`src/rtl/addsub_pkg.sv`:
```
// Shared types for the pipelined add/subtract block.
//   op_e   : operation code carried with each beat
//   is_sub : true for the subtracting operations (SUB, SUB_SAT)
package addsub_pkg;

  typedef enum logic [1:0] {
    OP_ADD     = 2'b00,
    OP_SUB     = 2'b01,
    OP_ADD_SAT = 2'b10,
    OP_SUB_SAT = 2'b11
  } op_e;

  function automatic logic is_sub(input op_e op);
    return (op == OP_SUB) || (op == OP_SUB_SAT);
  endfunction

endpackage

```
`src/rtl/addsub_pipe_sat_if.sv`:
```
// Handshake/data bundle for addsub_pipe_sat.
//   in_valid/in_ready   : operand beat handshake (op, a, b, ci)
//   out_valid/out_ready : result beat handshake (res, co, ovf)
// master = the side producing operands and consuming results,
// slave  = the arithmetic block.
interface addsub_pipe_sat_if
  import addsub_pkg::*;
#(
  parameter int WIDTH = 8
);
  logic             in_valid;
  logic             in_ready;
  op_e              op;
  logic [WIDTH-1:0] a;
  logic [WIDTH-1:0] b;
  logic             ci;
  logic             out_valid;
  logic             out_ready;
  logic [WIDTH-1:0] res;
  logic             co;
  logic             ovf;

  modport master (
    output in_valid, op, a, b, ci, out_ready,
    input  in_ready, out_valid, res, co, ovf
  );

  modport slave (
    input  in_valid, op, a, b, ci, out_ready,
    output in_ready, out_valid, res, co, ovf
  );
endinterface

```
`src/rtl/addsub_seg.sv`:
```
// One carry-chain segment: SEG-bit a + b + cin.
//   a, b : segment operands (b already inverted for subtraction)
//   cin  : carry into the segment
//   sum  : SEG-bit segment sum
//   cout : carry out of the segment
module addsub_seg #(
  parameter int SEG = 4
) (
  input  logic [SEG-1:0] a,
  input  logic [SEG-1:0] b,
  input  logic           cin,
  output logic [SEG-1:0] sum,
  output logic           cout
);

  assign {cout, sum} = {1'b0, a} + {1'b0, b} + {{SEG{1'b0}}, cin};

endmodule

```
`src/rtl/addsub_pipe_sat.sv`:
```
// Pipelined add/subtract with carry/borrow in/out and optional saturation.
// The carry chain is cut into STAGES segments of WIDTH/STAGES bits; stage k
// adds segment k using the carry registered by stage k-1.
//   clk   : clock, rising edge
//   rst_n : asynchronous active-low reset, discards all in-flight beats
//   bus   : slave side of addsub_pipe_sat_if (operand in, result out)
// Constraints: WIDTH >= 2, 1 <= STAGES <= WIDTH, WIDTH % STAGES == 0.
module addsub_pipe_sat
  import addsub_pkg::*;
#(
  parameter int WIDTH  = 8,
  parameter int STAGES = 2
) (
  input  logic             clk,
  input  logic             rst_n,
  addsub_pipe_sat_if.slave bus
);

  localparam int SEG  = WIDTH / STAGES;
  localparam int LAST = STAGES - 1;

  // Stage registers. a/bx travel with the beat so later stages can add
  // their segment and the final stage can derive signed overflow; sum
  // accumulates the finished low segments.
  logic [STAGES-1:0] valid_reg;
  logic [STAGES-1:0] carry_reg;
  logic [WIDTH-1:0]  a_reg   [STAGES];
  logic [WIDTH-1:0]  bx_reg  [STAGES];
  logic [WIDTH-1:0]  sum_reg [STAGES];
  op_e               op_reg  [STAGES];

  // Per-stage inputs (from the bus for stage 0, from stage k-1 otherwise)
  logic              vin_w      [STAGES];
  op_e               op_in_w    [STAGES];
  logic [WIDTH-1:0]  a_in_w     [STAGES];
  logic [WIDTH-1:0]  bx_in_w    [STAGES];
  logic              cin_w      [STAGES];
  logic [WIDTH-1:0]  sum_in_w   [STAGES];
  logic [WIDTH-1:0]  sum_next_w [STAGES];
  logic              cout_w     [STAGES];

  logic [STAGES-1:0] adv;

  // A stage may load when it is empty or its successor is moving on.
  // Evaluated from the output backwards so bubbles collapse.
  always_comb begin
    adv       = '0;
    adv[LAST] = !valid_reg[LAST] || bus.out_ready;
    for (int k = LAST - 1; k >= 0; k--) begin
      adv[k] = !valid_reg[k] || adv[k+1];
    end
  end

  assign bus.in_ready = adv[0];

  for (genvar gi = 0; gi < STAGES; gi++) begin : g_stage
    localparam logic [WIDTH-1:0] SEG_MASK = WIDTH'({SEG{1'b1}}) << (gi * SEG);

    logic [SEG-1:0] seg_sum;

    if (gi == 0) begin : g_head
      // Subtraction is a + ~b + ~ci; the raw carry is later inverted to a borrow.
      assign vin_w[gi]    = bus.in_valid;
      assign op_in_w[gi]  = bus.op;
      assign a_in_w[gi]   = bus.a;
      assign bx_in_w[gi]  = is_sub(bus.op) ? ~bus.b : bus.b;
      assign cin_w[gi]    = is_sub(bus.op) ? ~bus.ci : bus.ci;
      assign sum_in_w[gi] = '0;
    end else begin : g_body
      assign vin_w[gi]    = valid_reg[gi-1];
      assign op_in_w[gi]  = op_reg[gi-1];
      assign a_in_w[gi]   = a_reg[gi-1];
      assign bx_in_w[gi]  = bx_reg[gi-1];
      assign cin_w[gi]    = carry_reg[gi-1];
      assign sum_in_w[gi] = sum_reg[gi-1];
    end

    addsub_seg #(
      .SEG (SEG)
    ) u_seg (
      .a    (a_in_w[gi][gi*SEG +: SEG]),
      .b    (bx_in_w[gi][gi*SEG +: SEG]),
      .cin  (cin_w[gi]),
      .sum  (seg_sum),
      .cout (cout_w[gi])
    );

    // Splice this segment into the partial sum handed down the pipe
    assign sum_next_w[gi] = (sum_in_w[gi] & ~SEG_MASK) | (WIDTH'(seg_sum) << (gi * SEG));
  end

  always_ff @(posedge clk or negedge rst_n) begin
    if (!rst_n) begin
      valid_reg <= '0;
      carry_reg <= '0;
      for (int k = 0; k < STAGES; k++) begin
        a_reg[k]   <= '0;
        bx_reg[k]  <= '0;
        sum_reg[k] <= '0;
        op_reg[k]  <= OP_ADD;
      end
    end else begin
      for (int k = 0; k < STAGES; k++) begin
        if (adv[k]) begin
          valid_reg[k] <= vin_w[k];
          // Payload only moves with a real beat; bubbles leave it untouched
          if (vin_w[k]) begin
            a_reg[k]     <= a_in_w[k];
            bx_reg[k]    <= bx_in_w[k];
            sum_reg[k]   <= sum_next_w[k];
            carry_reg[k] <= cout_w[k];
            op_reg[k]    <= op_in_w[k];
          end
        end
      end
    end
  end

  // Output stage: co/ovf always describe the raw sum, saturation only
  // rewrites res. Everything here is a function of the last stage's
  // registers, so it holds still while the output is stalled.
  logic             co_w;
  logic [WIDTH-1:0] res_w;

  assign co_w = is_sub(op_reg[LAST]) ? ~carry_reg[LAST] : carry_reg[LAST];

  always_comb begin
    res_w = sum_reg[LAST];
    if (co_w && (op_reg[LAST] == OP_ADD_SAT)) begin
      res_w = '1;
    end else if (co_w && (op_reg[LAST] == OP_SUB_SAT)) begin
      res_w = '0;
    end
  end

  assign bus.out_valid = valid_reg[LAST];
  assign bus.res       = res_w;
  assign bus.co        = co_w;
  assign bus.ovf       = (a_reg[LAST][WIDTH-1] == bx_reg[LAST][WIDTH-1]) &&
                         (sum_reg[LAST][WIDTH-1] != a_reg[LAST][WIDTH-1]);

endmodule

```
`src/flat_wrapper.sv`:
```
// flat-port wrapper written by rule: the top's interface ports become plain ports
module addsub_pipe_sat_flat import addsub_pkg::*;
#(
  parameter int WIDTH  = 8,
  parameter int STAGES = 2
)
  (clk, rst_n, bus_in_valid, bus_op, bus_a, bus_b, bus_ci, bus_out_ready, bus_in_ready, bus_out_valid, bus_res, bus_co, bus_ovf);
  addsub_pipe_sat_if #(.WIDTH(WIDTH)) bus_i ();
  input  logic clk;
  input  logic rst_n;
  input wire logic [$bits(bus_i.in_valid)-1:0] bus_in_valid;
  input wire logic [$bits(bus_i.op)-1:0] bus_op;
  input wire logic [$bits(bus_i.a)-1:0] bus_a;
  input wire logic [$bits(bus_i.b)-1:0] bus_b;
  input wire logic [$bits(bus_i.ci)-1:0] bus_ci;
  input wire logic [$bits(bus_i.out_ready)-1:0] bus_out_ready;
  output wire logic [$bits(bus_i.in_ready)-1:0] bus_in_ready;
  output wire logic [$bits(bus_i.out_valid)-1:0] bus_out_valid;
  output wire logic [$bits(bus_i.res)-1:0] bus_res;
  output wire logic [$bits(bus_i.co)-1:0] bus_co;
  output wire logic [$bits(bus_i.ovf)-1:0] bus_ovf;
  assign bus_i.in_valid = bus_in_valid;
  assign bus_i.op = bus_op;
  assign bus_i.a = bus_a;
  assign bus_i.b = bus_b;
  assign bus_i.ci = bus_ci;
  assign bus_i.out_ready = bus_out_ready;
  assign bus_in_ready = bus_i.in_ready;
  assign bus_out_valid = bus_i.out_valid;
  assign bus_res = bus_i.res;
  assign bus_co = bus_i.co;
  assign bus_ovf = bus_i.ovf;
  addsub_pipe_sat #(.WIDTH(WIDTH), .STAGES(STAGES)) u_core (.clk(clk), .rst_n(rst_n), .bus(bus_i));
endmodule
```
`config.mk`:
```
export PLATFORM = sky130hd
export DESIGN_NAME = addsub_pipe_sat_flat
export DESIGN_NICKNAME = d
export VERILOG_FILES = /design/src/rtl/addsub_pkg.sv /design/src/rtl/addsub_pipe_sat_if.sv /design/src/rtl/addsub_seg.sv /design/src/rtl/addsub_pipe_sat.sv /design/src/flat_wrapper.sv
export SDC_FILE = /design/constraint.sdc
export NUM_CORES = 1
export LEC_CHECK = 0
export ABC_AREA = 1
export BUFFER_PORTS_ARGS = -buffer_cell sky130_fd_sc_hd__buf_2
export CAP_MARGIN = 20
export CELL_PAD_IN_SITES_DETAIL_PLACEMENT = 1
export CELL_PAD_IN_SITES_GLOBAL_PLACEMENT = 1
export CORE_ASPECT_RATIO = 0.9
export CORE_MARGIN = 2
export CORE_UTILIZATION = 37
export CTS_BUF_LIST = sky130_fd_sc_hd__clkbuf_4
export DETAILED_ROUTE_END_ITERATION = 7
export MAX_ROUTING_LAYER = met4
export PLACE_DENSITY = 0.87
export SLEW_MARGIN = 25
export SYNTH_ARGS = -nofsm -noshare
export SYNTH_HDL_FRONTEND = slang
export SYNTH_HIERARCHICAL = 1
export SYNTH_SLANG_ARGS = --single-unit
```
`constraint.sdc`:
```
create_clock -name clk -period 1.4 [get_ports clk]
set_input_delay 0.07 -clock clk [delete_from_list [all_inputs] [get_ports clk]]
set_output_delay 0.07 -clock clk [all_outputs]
set_load 0.01 [all_outputs]
```
==> results.py <==
metrics = {
    "outcome": {
        "outcome": "complete, but fails checks",
        "violations": "negative setup slack",
    },
    "drt": {
        "route.detailed.drc": 0,
        "drt_first_pass_iters": 4,
        "wire_per_inst_um": 11.9,
        "avgViaCountPerCell": 4.61,
        "drtIter0Drc": 36,
        "vias": 1554,
        "wirelength_mm": 4.03,
        "ant_nets": 0,
    },
    "sta": {
        "fin_skew_ns": 0.00456,
        "max_slew_margin": 0.562,
        "layout_setup_ws_ns": -0.180,
        "worst_pin_slew_ns": 0.656,
        "fmax_ghz": 0.633,
        "min_period_ns": 1.58,
        "hold_viol": 0,
        "rsz0062_at_grt": "yes",
        "fin_crit_sh": 1.13,
        "fin_tns_setup_ns": -0.524,
        "slew_violations": 0,
        "setup_viol": 4,
        "timing.hold.ws_ns": 0.0144,
    },
    "layout": {
        "largest_register_ffs": 8,
        "fill_cells": 591,
        "drive_gt1_frac": 0.229,
        "area_growth_pct": 22.3,
        "stdcell_count": 337,
        "fin_nets": 308,
        "diodes": 0,
    },
    "worst_setup_path": {
        "cp.required_ns": 1.67,
        "cp-startpoint": "u_core/carry_reg[0]",
        "cp_data_arrival_time_ns": 1.85,
        "end_kind": "flop",
        "cp-start-kind": "flop",
        "critPathKind": "flop to flop",
        "crit_path_max_fanout": 2,
        "r2r-start": "u_core/carry_reg[0]",
    },
    "grt": {
        "antenna_found_initial": 0,
        "grt_pass1_vias": 1587,
        "grt_max_degree": 31,
        "grt_use_total": 0.172,
        "grt_pass1_wl_mm": 7.07,
        "overflow": 0,
    },
    "floorplanning": {
        "floorplan.initialDensity": 0.389,
        "die_w_um": 76.6,
        "fp-row-count": 23,
        "ios": 35,
        "die_h_um": 69.4,
        "core_area_sq_mm": 0.00452,
        "dieArea_sq_mm": 0.00532,
    },
    "synthesis": {
        "synth_top_area_frac": 0.427,
        "syn_avg_cell_area_sq_um": 7.70,
        "ys_types": 20,
        "synth_top_area_cell": "dfrtp_1",
        "synth_edf_count": 0,
        "async_flop_share": 1.00,
        "synth_area_leaders": "dfrtp_1 43%, nand2_1 21%, nand3_1 10%",
        "syn-num-nets": 261,
        "yosys-top-cells-count": "99 x nand2_1, 35 x nand3_1, 30 x dfrtp_1",
        "synthFlopType": "dfrtp_1",
        "synthCells": 228,
        "yosysSeqAreaShare": 0.427,
        "syn_area_sq_mm": 0.00176,
        "ys_ff_latch": 30,
        "yosysMostFrequentCell": "nand2_1",
        "synth_warnings": 6,
    },
    "placement": {
        "finalWeightedCongestion": 0.762,
        "portBuffers": 34,
        "dp_cells": 321,
        "pre_cts_ws_ns": -0.174,
        "dp_hpwl_mm": 3.02,
    },
    "power_and_ir_drop": {
        "power.switching_mw": 1.14,
        "pwr-share-comb": 0.406,
        "powerDensity_mw_per_mm2": 1400,
        "swShare": 0.380,
        "p_clk_frac": 0.167,
        "peakVddDrop_mv": 0.468,
        "p_int_mw": 1.86,
        "total_power_mw": 3.00,
        "p_leak_nw": 1.24,
        "power_frac_seq": 0.427,
    },
    "cts": {
        "htreeDepth": 2,
        "clock-sinks": 30,
        "cts_made_buffers": 5,
        "clockBufferDepth": 2,
        "clk_pin_slew_ns": 0.09,
        "clkLatencyLatePin_ns": 0.33,
        "cts_tree": "done",
        "cts_root_buf": "clkbuf_4",
    },
    "hold_path": {
        "hold_path.class": "primary input to flop",
        "hold_path.startpoint": "bus_a[7]",
    },
    "job": {
        "drv_cap": 0,
    },
}
routing by layer:
| metal | track usage | share of wire | vias up |
|---|---|---|---|
| met3 | 0.0273 | 0.034 | 6 |
| met1 | 0.206 | 0.47 | 714 |
| met4 | 0.0970 | 0.011 | 0 |
| li1 | - | - | 799 |
| met5 | - | 0 | - |
| met2 | 0.277 | 0.49 | 35 |
final timing paths:
| path | end | slack [ns] | depth (start not counted) |
|---|---|---|---|
| max in group asynchronous | u_core/a_in_w[5] | 0.67 | 2 |
| min in group asynchronous | u_core/valid_reg[0] | 0.30 | 2 |
| setup reg to reg | u_core/sum_reg[5] | -0.18 | 6 |
| hold reg to reg | u_core/op_in_w[1] | 0.48 | 2 |
| hold / removal | u_core/a_in_w[7] | 0.01 | 3 |
| setup / recovery | u_core/sum_reg[5] | -0.18 | 6 |
per-stage QoR:
stage / util / cell area, sq um
floorplan: - / 1780
global placement: 0.443 / 2000
detailed placement: 0.443 / 2000
CTS: 0.469 / 2120
global route: 0.475 / 2150
finish: 0.475 / 2150
final cells by class:
cell class                      instances  area (sq um)  area share
Clock buffer                            7          52.6      0.0245
Inverter                               22          82.6      0.0384
Sequential cell                        30           751       0.349
Multi-Input combinational cell        167           886       0.412
Tap cell                               62          77.6      0.0361
Timing Repair Buffer                   49           299       0.139
cell usage in the layout, fill, tap and decap left out:
cell | synthesis | routed
dfrtp_1 | 30 | 30
buf_6 | 2 | 1
o21ai_1 | 1 | 1
nand2_4 | 1 | 1
xor2_1 | 6 | 5
dlygate4sd3_1 | 0 | 5
nand2_2 | 1 | 2
o21ai_0 | 1 | 1
nor2_1 | 5 | 5
nand3_1 | 35 | 33
nand3_4 | 1 | 1
xor2_2 | 0 | 1
nand2_1 | 99 | 98
clkbuf_4 | 0 | 7
buf_2 | 4 | 34
buf_4 | 2 | 9
fa_2 | 0 | 2
nand3_2 | 0 | 2
ha_1 | 6 | 6
inv_2 | 1 | 3
a21oi_1 | 5 | 5
inv_1 | 21 | 19
xnor2_1 | 2 | 2
fa_1 | 4 | 2
power by group through the flow:
| stage | registers, mW | logic (mW) | clock network (mW) |
|---|---|---|---|
| global route | 1.31 | 1.41 | 0.564 |
| CTS | 1.28 | 1.19 | 0.527 |
| finish | 1.28 | 1.22 | 0.502 |
| detailed placement | 1.30 | 1.16 | 0 |
| global placement | 1.28 | 1.10 | 0 |
| floorplan | 1.24 | 0.811 | 0 |
timing repair:
item | CTS | global route
hold endpoints to repair | 34 | 0
hold buffers | 5 | 0
setup buffers | 1 | 3
gates resized for setup | 2 | 2
setup endpoints to repair | 11 | 12
pin swaps | 0 | 1
cells by family after synthesis:
kind of cell | count (synthesis) | synth area share
simple gates | 142 | 0.342
buf+inv | 31 | 0.0826
flops | 30 | 0.427
fa+ha+maj | 10 | 0.0883
xor+xnor | 8 | 0.0399
compound gates | 7 | 0.0199
worst max-delay path, stage by stage, from the launching register on:
cell and delay [ns]:
dfrtp_1 0.41, fa_2 0.42, inv_2 0.07, fa_1 0.42, inv_1 0.07, nand3_1 0.07
nand2_1 0.07
Power figures use the tool's default switching activity.
